--- config.mk ---
export PLATFORM = sky130hd
export DESIGN_NAME = wb_slave_mux
export DESIGN_NICKNAME = d
export VERILOG_FILES = /design/src/rtl/wb_slave_mux.sv
export SDC_FILE = /design/constraint.sdc
export NUM_CORES = 1
export LEC_CHECK = 0
export ABC_AREA = 1
export BUFFER_PORTS_ARGS = -buffer_cell sky130_fd_sc_hd__buf_2
export CAP_MARGIN = 20
export CORE_AREA = 2 2 121 123
export DETAILED_ROUTE_END_ITERATION = 10
export DIE_AREA = 0 0 123 125
export HOLD_SLACK_MARGIN = 0.05
export PLACE_DENSITY = 0.66
export SLEW_MARGIN = 0
export SYNTH_ARGS = -nofsm -noshare
export SYNTH_HDL_FRONTEND = slang
export SYNTH_SLANG_ARGS = --single-unit
--- constraint.sdc ---
create_clock -name wb_clk_i -period 2.85 [get_ports wb_clk_i]
set_clock_uncertainty 0.05 [all_clocks]
set_input_delay 0.855 -clock wb_clk_i [delete_from_list [all_inputs] [get_ports wb_clk_i]]
set_output_delay 0.855 -clock wb_clk_i [all_outputs]
set_load 0.1 [all_outputs]
--- src/rtl/wb_slave_mux.sv ---
// Single-master to three-slave Wishbone decoder/mux (RAM, gpio1, gpio2).
// Slave select is registered at cycle start. A watchdog turns a silent slave into an error ack.
module wb_slave_mux #(
  parameter logic [31:0] IO1_BASE  = 32'h3000_0000,
  parameter int unsigned IO1_WORDS = 3,
  parameter logic [31:0] IO2_BASE  = 32'h4000_0000,
  parameter int unsigned IO2_WORDS = 4,
  parameter int unsigned TIMEOUT   = 16,
  parameter logic [31:0] ERR_DATA  = 32'hDEAD_BEEF
) (
  input  logic        wb_clk_i,
  input  logic        wb_rst_ni,
  input  logic [31:0] m_adr_i,
  input  logic [31:0] m_dat_i,
  input  logic [3:0]  m_sel_i,
  input  logic        m_we_i,
  input  logic        m_cyc_i,
  input  logic        m_stb_i,
  output logic [31:0] m_dat_o,
  output logic        m_ack_o,
  output logic [31:0] s_adr_o,
  output logic [31:0] s_dat_o,
  output logic [3:0]  s_sel_o,
  output logic        s_we_o,
  output logic        s_cyc_o,
  output logic [2:0]  s_stb_o,
  input  logic [31:0] s0_dat_i,
  input  logic [31:0] s1_dat_i,
  input  logic [31:0] s2_dat_i,
  input  logic [2:0]  s_ack_i,
  input  logic        err_clr_i,
  output logic        bus_err_o,
  output logic [31:0] err_adr_o
);

  localparam int TW = $clog2(TIMEOUT);
  localparam logic [TW-1:0] TLAST = TW'(TIMEOUT - 1);

  typedef enum logic [1:0] {IDLE, ACTIVE, ERR} state_e;

  state_e        state_q, state_d;
  logic [1:0]    sel_q, sel_d;
  logic [TW-1:0] timer_q, timer_d;
  logic          bus_err_q;
  logic [31:0]   err_adr_q;

  logic [31:0] off1, off2;
  logic [1:0]  dec_sel;
  logic [2:0]  sel_oh;
  logic        sel_ack;
  logic [31:0] sel_dat;

  assign s_adr_o = m_adr_i;
  assign s_dat_o = m_dat_i;
  assign s_sel_o = m_sel_i;
  assign s_we_o  = m_we_i;
  assign s_cyc_o = m_cyc_i;

  // Offsets wrap below the base, so addresses under a window never hit it.
  always_comb begin
    off1    = m_adr_i - IO1_BASE;
    off2    = m_adr_i - IO2_BASE;
    dec_sel = 2'd0;
    if (off1[31:2] < 30'(IO1_WORDS))      dec_sel = 2'd1;
    else if (off2[31:2] < 30'(IO2_WORDS)) dec_sel = 2'd2;
  end

  always_comb begin
    sel_oh  = 3'b001;
    sel_ack = s_ack_i[0];
    sel_dat = s0_dat_i;
    case (sel_q)
      2'd1:    begin sel_oh = 3'b010; sel_ack = s_ack_i[1]; sel_dat = s1_dat_i; end
      2'd2:    begin sel_oh = 3'b100; sel_ack = s_ack_i[2]; sel_dat = s2_dat_i; end
      default: ;
    endcase
  end

  always_ff @(posedge wb_clk_i or negedge wb_rst_ni) begin
    if (!wb_rst_ni) begin
      state_q <= IDLE;
      sel_q   <= '0;
      timer_q <= '0;
    end else begin
      state_q <= state_d;
      sel_q   <= sel_d;
      timer_q <= timer_d;
    end
  end

  always_comb begin
    state_d = state_q;
    sel_d   = sel_q;
    timer_d = timer_q;
    case (state_q)
      IDLE: if (m_cyc_i && m_stb_i) begin
        sel_d   = dec_sel;
        timer_d = '0;
        state_d = ACTIVE;
      end
      ACTIVE: begin
        // An ack on the last allowed cycle still completes normally.
        if (sel_ack || !m_cyc_i)   state_d = IDLE;
        else if (timer_q == TLAST) state_d = ERR;
        else                       timer_d = timer_q + 1'b1;
      end
      default: state_d = IDLE;
    endcase
  end

  always_comb begin
    s_stb_o = '0;
    m_ack_o = 1'b0;
    m_dat_o = '0;
    case (state_q)
      ACTIVE: begin
        s_stb_o = (m_cyc_i && m_stb_i) ? sel_oh : 3'b000;
        m_ack_o = sel_ack;
        m_dat_o = sel_ack ? sel_dat : 32'h0;
      end
      ERR: begin
        m_ack_o = 1'b1;
        m_dat_o = ERR_DATA;
      end
      default: ;
    endcase
  end

  // Setting the flag takes precedence over a simultaneous clear.
  always_ff @(posedge wb_clk_i or negedge wb_rst_ni) begin
    if (!wb_rst_ni) begin
      bus_err_q <= 1'b0;
      err_adr_q <= '0;
    end else if (state_q == ERR) begin
      bus_err_q <= 1'b1;
      err_adr_q <= m_adr_i;
    end else if (err_clr_i) begin
      bus_err_q <= 1'b0;
    end
  end

  assign bus_err_o = bus_err_q;
  assign err_adr_o = err_adr_q;

endmodule

# Word level (Yosys, flattened, before mapping)
# Cells that the tools add are included.
# op_classes
reduce_logical,9
magnitude_cmp,2
add_sub_neg,3
muxes,20
eq_ne,9
# ops
cell,n
32-bit case mux with 2 select lines,2
32-bit 2-to-1 mux,1
32-bit by 30-bit subtractor with 32-bit output (second input constant),1
32-bit by 31-bit subtractor with 32-bit output (second input constant),1
30-bit by 2-bit < comparator with 1-bit output (second input constant),1
30-bit by 3-bit < comparator with 1-bit output (second input constant),1
4-bit 2-to-1 mux,3
2-bit 2-to-1 mux,5
4-bit case mux with 2 select lines,1
3-bit 2-to-1 mux,2
2-bit inequality test (second input constant),3
3-bit case mux with 2 select lines,1
4-bit by 1-bit adder with 4-bit output (second input constant),1
2-bit by 1-bit equality test with 1-bit output (second input constant),2
2-bit equality test (second input constant),2
4-bit equality test (second input constant),1
1-bit case mux with 2 select lines,2
2-bit case mux with 2 select lines,1
2-bit AND reduction,2
4-bit AND reduction,1
2-bit nonzero test,2
3-bit inequality test (second input constant),1
2-bit logical NOT,1
1-bit 2-to-1 mux,2
3 further kinds,3
# word_totals
regBits,41
in_bits,173
word_cells,48
out_inout_bits,139

# Longest topological paths before layout
# logic_depth
depth_word,5
ltp_mapped,10
mapped_depth_nobuf,9

# Least setup slack after synthesis
# No wires, ideal clock.
# synth_timing
path_type,flip-flop to output port
from,register sel_q[0]
to,output m_dat_o[12]
path_stages_with_launch,9
arrival_ns,2.876
t_required_ns,1.945
n_path_buf,3
slack_ns,-0.931
path_cell_list,dfrtp_1 inv_1 ha_1 buf_4 inv_2 buf_4 buf_2 nand2_1 a22oi_1
# synth_via
elab_chain_len,4
word_cells_on_any_way,6
# synth_lines
element,line,text
from (decl),42,"logic [1:0] sel_q, sel_d;"
from (signal assigned),86,sel_q <= sel_d;
2-bit equality test / 2-bit by 1-bit equality test with 1-bit output (equally long branches),72,case (sel_q)
32-bit case mux with 2 select lines / 1-bit case mux with 2 select lines (equally long branches),72,
32-bit 2-to-1 mux (*),119,m_dat_o = sel_ack ? sel_dat : 32'h0;
32-bit case mux with 2 select lines (*),115,case (state_q)
to (decl),19,"output logic [31:0] m_dat_o,"
# Mark *: on every way between the ends. The rest lies on a longest branch, timed or not.

# Worst setup path in the final report
# layout_timing
from,register sel_q[1]
to,output m_dat_o[19]
# The elaborated chain is that of the path after synthesis.

==> impl_results.md <==
- Unrepaired setup endpoints after global routing: yes
- Finished Core Util: 40.06%
- # rows: 44
- Routed Wire Length: 13020 um
- PortBufs: 237
- Ys Warns: 0
- Largest net degree at the start of global routing: 38
- Synth top cells by count: nand2_1 (227), buf_4 (72), dfrtp_1 (41)
- Initial Util: 24.36%
- Root Driver: clkbuf_16
- Pwr Total: 5.670 mW
- Worst-Margin Slew: 0.5253 ns
- Final non-filler cell area: 5690 um^2
- Finish-stage setup viols: 15
- Placed Cells: 867
- Most common cell in the netlist: nand2_1
- Net count, final: 891
- Slew Viols, Final: 0
- HP Start: err_adr_o[26]$_DFFE_PN0P_
- Status: finished with violations
- Clock Sink Count: 41
- Period Utilization, post-route: 100.9%
- Hold Path Stages: 2
- Hold Crit Endpoint: err_adr_o[26]$_DFFE_PN0P_
- Ports: 312
- Ys flop type: dfrtp_1
- Total GRT Usage: 15.16%
- # diodes: 0
- Clock Tree Buf Depth: 2
- Syn Area/Cell: 6.503 um^2
- Initial antenna violation count: 1
- Fin. Hold Viols: 0
- Crit. End Element: output pin
- P&R area growth vs syn: 64.48%
- Post-synth top area cell: dfrtp_1
- EDFF count, synth: 0
- TritonRoute pass-1 iters: 4
- CTS Buf Count: 5
- CP Max Fanout: 8
- Max transition margin: 65.22%
- Routed Antenna Nets: 0
- Grt total ovfl: 0
- Core footprint: 14200 um^2
- Fmax: 347.8 MHz
- Vias after detailed routing: 3988
- Netlist cell types: 23
- Layout cells sized above 1: 46.69%
- Leading post-synthesis cells by cell area: dfrtp_1 (30%), nand2_1 (25%), buf_4 (16%)
- H-tree levels: 2
- Static leakage: 2.901 nW
- Clock Latency Late Sink: 0.27 ns
- Die Ht: 125 um
- Hpwl dp: 9692 um
- First-pass GRT wire length: 18500 um
- GPL Wtd Cong: 0.7640
- Register area share after synthesis: 29.66%
- Element type at the critical path start: flip-flop
- WP data required: 1.95 ns
- CP Data Arrival Time: 1.97 ns
- Synth top area share: 29.66%
- Reg-to-reg slack, setup: 0.93 ns
- Synth Instances: 532
- Chip Width: 123 um
- Type of the worst min-delay path: flip-flop to flip-flop
- Failing checks: negative setup slack
- Vias in the first global route: 3751
- Worst-path clk slew: 0.06 ns
- Pwr Density: 996.4 nW/um^2
- Vias per std cell: 4.456
- Max-cap violation count: 0
- Peak supply drop: 0.7707 mV
- Post-Layout Cell Count: 895
- Die Area: 15380 um^2
- DP Area: 5105 um^2
- Avg WL per Cell: 14.54 um
- DP Worst Slack: 0.07696 ns
- Mapped Area: 3460 um^2
- CTS tree: done
- Final Worst Setup Slack: -0.02528 ns
- Mapped Nets: 713
- Reg2reg path depth: 7
- Initial detailed-routing violation count: 99
- CP Class: flip-flop to output pin
- Synth Register Bits: 41
- Post-synth ARST share: 100.0%
- Reg-to-reg critical path startpoint: state_q[0]$_DFFE_PN0P_
- Final min period: 2.875 ns
- Remaining DRCs: 0
- Reg2reg end: err_adr_o[25]$_DFFE_PN0P_
==> cells in the final DEF (no fill, tap or decap), types with 2 or more instances in the layout <==
master	Yosys	routed
nor2_1	24	17
nand3_1	21	21
a22oi_2	0	24
nor3_1	3	3
inv_2	3	4
a22o_1	2	2
o21ai_2	0	3
o21ai_0	17	11
ha_1	8	5
nand2_2	0	4
buf_16	0	4
nor2_4	1	7
buf_12	0	42
a21oi_4	0	2
clkbuf_16	0	9
buf_6	0	2
nand4_1	3	3
dfrtp_1	41	40
nor2_2	1	2
buf_2	14	201
o21ai_1	0	3
a21oi_1	27	24
buf_8	0	2
buf_4	72	15
nand2_1	227	223
inv_1	26	24
ha_4	0	2
==> cell type report <==
type                       count  area [um^2]
multi-input combinational    363         1924
tap                          184        230.2
sequential                    41         1027
inverter                      29        113.9
fill                        1480         8513
clock inverter                 1        30.03
clock buffer                   7        142.6
timing repair buffer         270         2222
==> worst max path at each step <==
stage | cells after the start | slack, ns | from | endpoint
2_1_floorplan | 4 | -0.38 | m_stb_i | s_stb_o[1]
3_5_place_dp | 7 | 0.08 | s_ack_i[0] | m_dat_o[13]
6_report | 8 | -0.03 | sel_q[1]$_DFFE_PN0P_ | m_dat_o[19]
5_1_grt | 9 | -0.10 | sel_q[0]$_DFFE_PN0P_ | m_dat_o[19]
3_3_place_gp | 7 | 0.11 | s_ack_i[1] | m_dat_o[13]
4_1_cts | 8 | -0.05 | sel_q[1]$_DFFE_PN0P_ | m_dat_o[10]
==> routing by layer <==
layer	part of all wire (%)	GRT usage (%)	wire [um]
met4	2.0	4.679	255
met2	51	27.82	6645
met3	10	4.288	1299
met1	37	16.61	4802
met5	0.10	0	13
==> sequential cells by signal (all words and copies together), names as in the netlist <==
name       flops
state_q        2
sel_q          2
timer_q        4
err_adr_o     32
bus_err_o      1
==> report_power, final <==
| part | internal (mW) | leakage, nW | total, mW | switching, mW |
|---|---|---|---|---|
| Sequential | 0.846 | 0.504 | 0.988 | 0.142 |
| Clock | 0.437 | 0.0841 | 0.655 | 0.218 |
| Combinational | 0.835 | 2.31 | 4.03 | 3.19 |
==> logic make-up after synthesis <==
logic type               synth area share, %
AND/OR/NAND/NOR                        32.69
adder cells (fa/ha/maj)                2.893
buffers and inverters                  22.21
flip-flops                             29.66
AO/OA/AOI/OAI                          12.30
XOR/XNOR                              0.2532
==> timing repair <==
action | in CTS | in global routing
resized for setup | 23 | 15
hold buffers | 0 | 0
setup endpoints to repair | 33 | 33
setup buffers | 10 | 3
gates cloned | 3 | 5
pin swaps | 12 | 16
==> worst max-delay path: stages, from the launching register on <==
cell and delay [ns]:
dfrtp_2 0.43, ha_4 0.33, inv_6 0.05, nand3_4 0.07, nand4_4 0.10, buf_12 0.17, buf_16 0.14, a22oi_2 0.18
buf_12 0.21
==> per-stage QoR <==
stage	TNS [ns]	hold slack, ns
after CTS	-0.3936	0.4190
after detailed placement	0	0.4037
after global placement	0	0.3996
after floorplan	-8.830	0.4190
final	-0.1651	0.4154
after global routing	-1.508	0.4379
(Power assumes the default switching activity.)
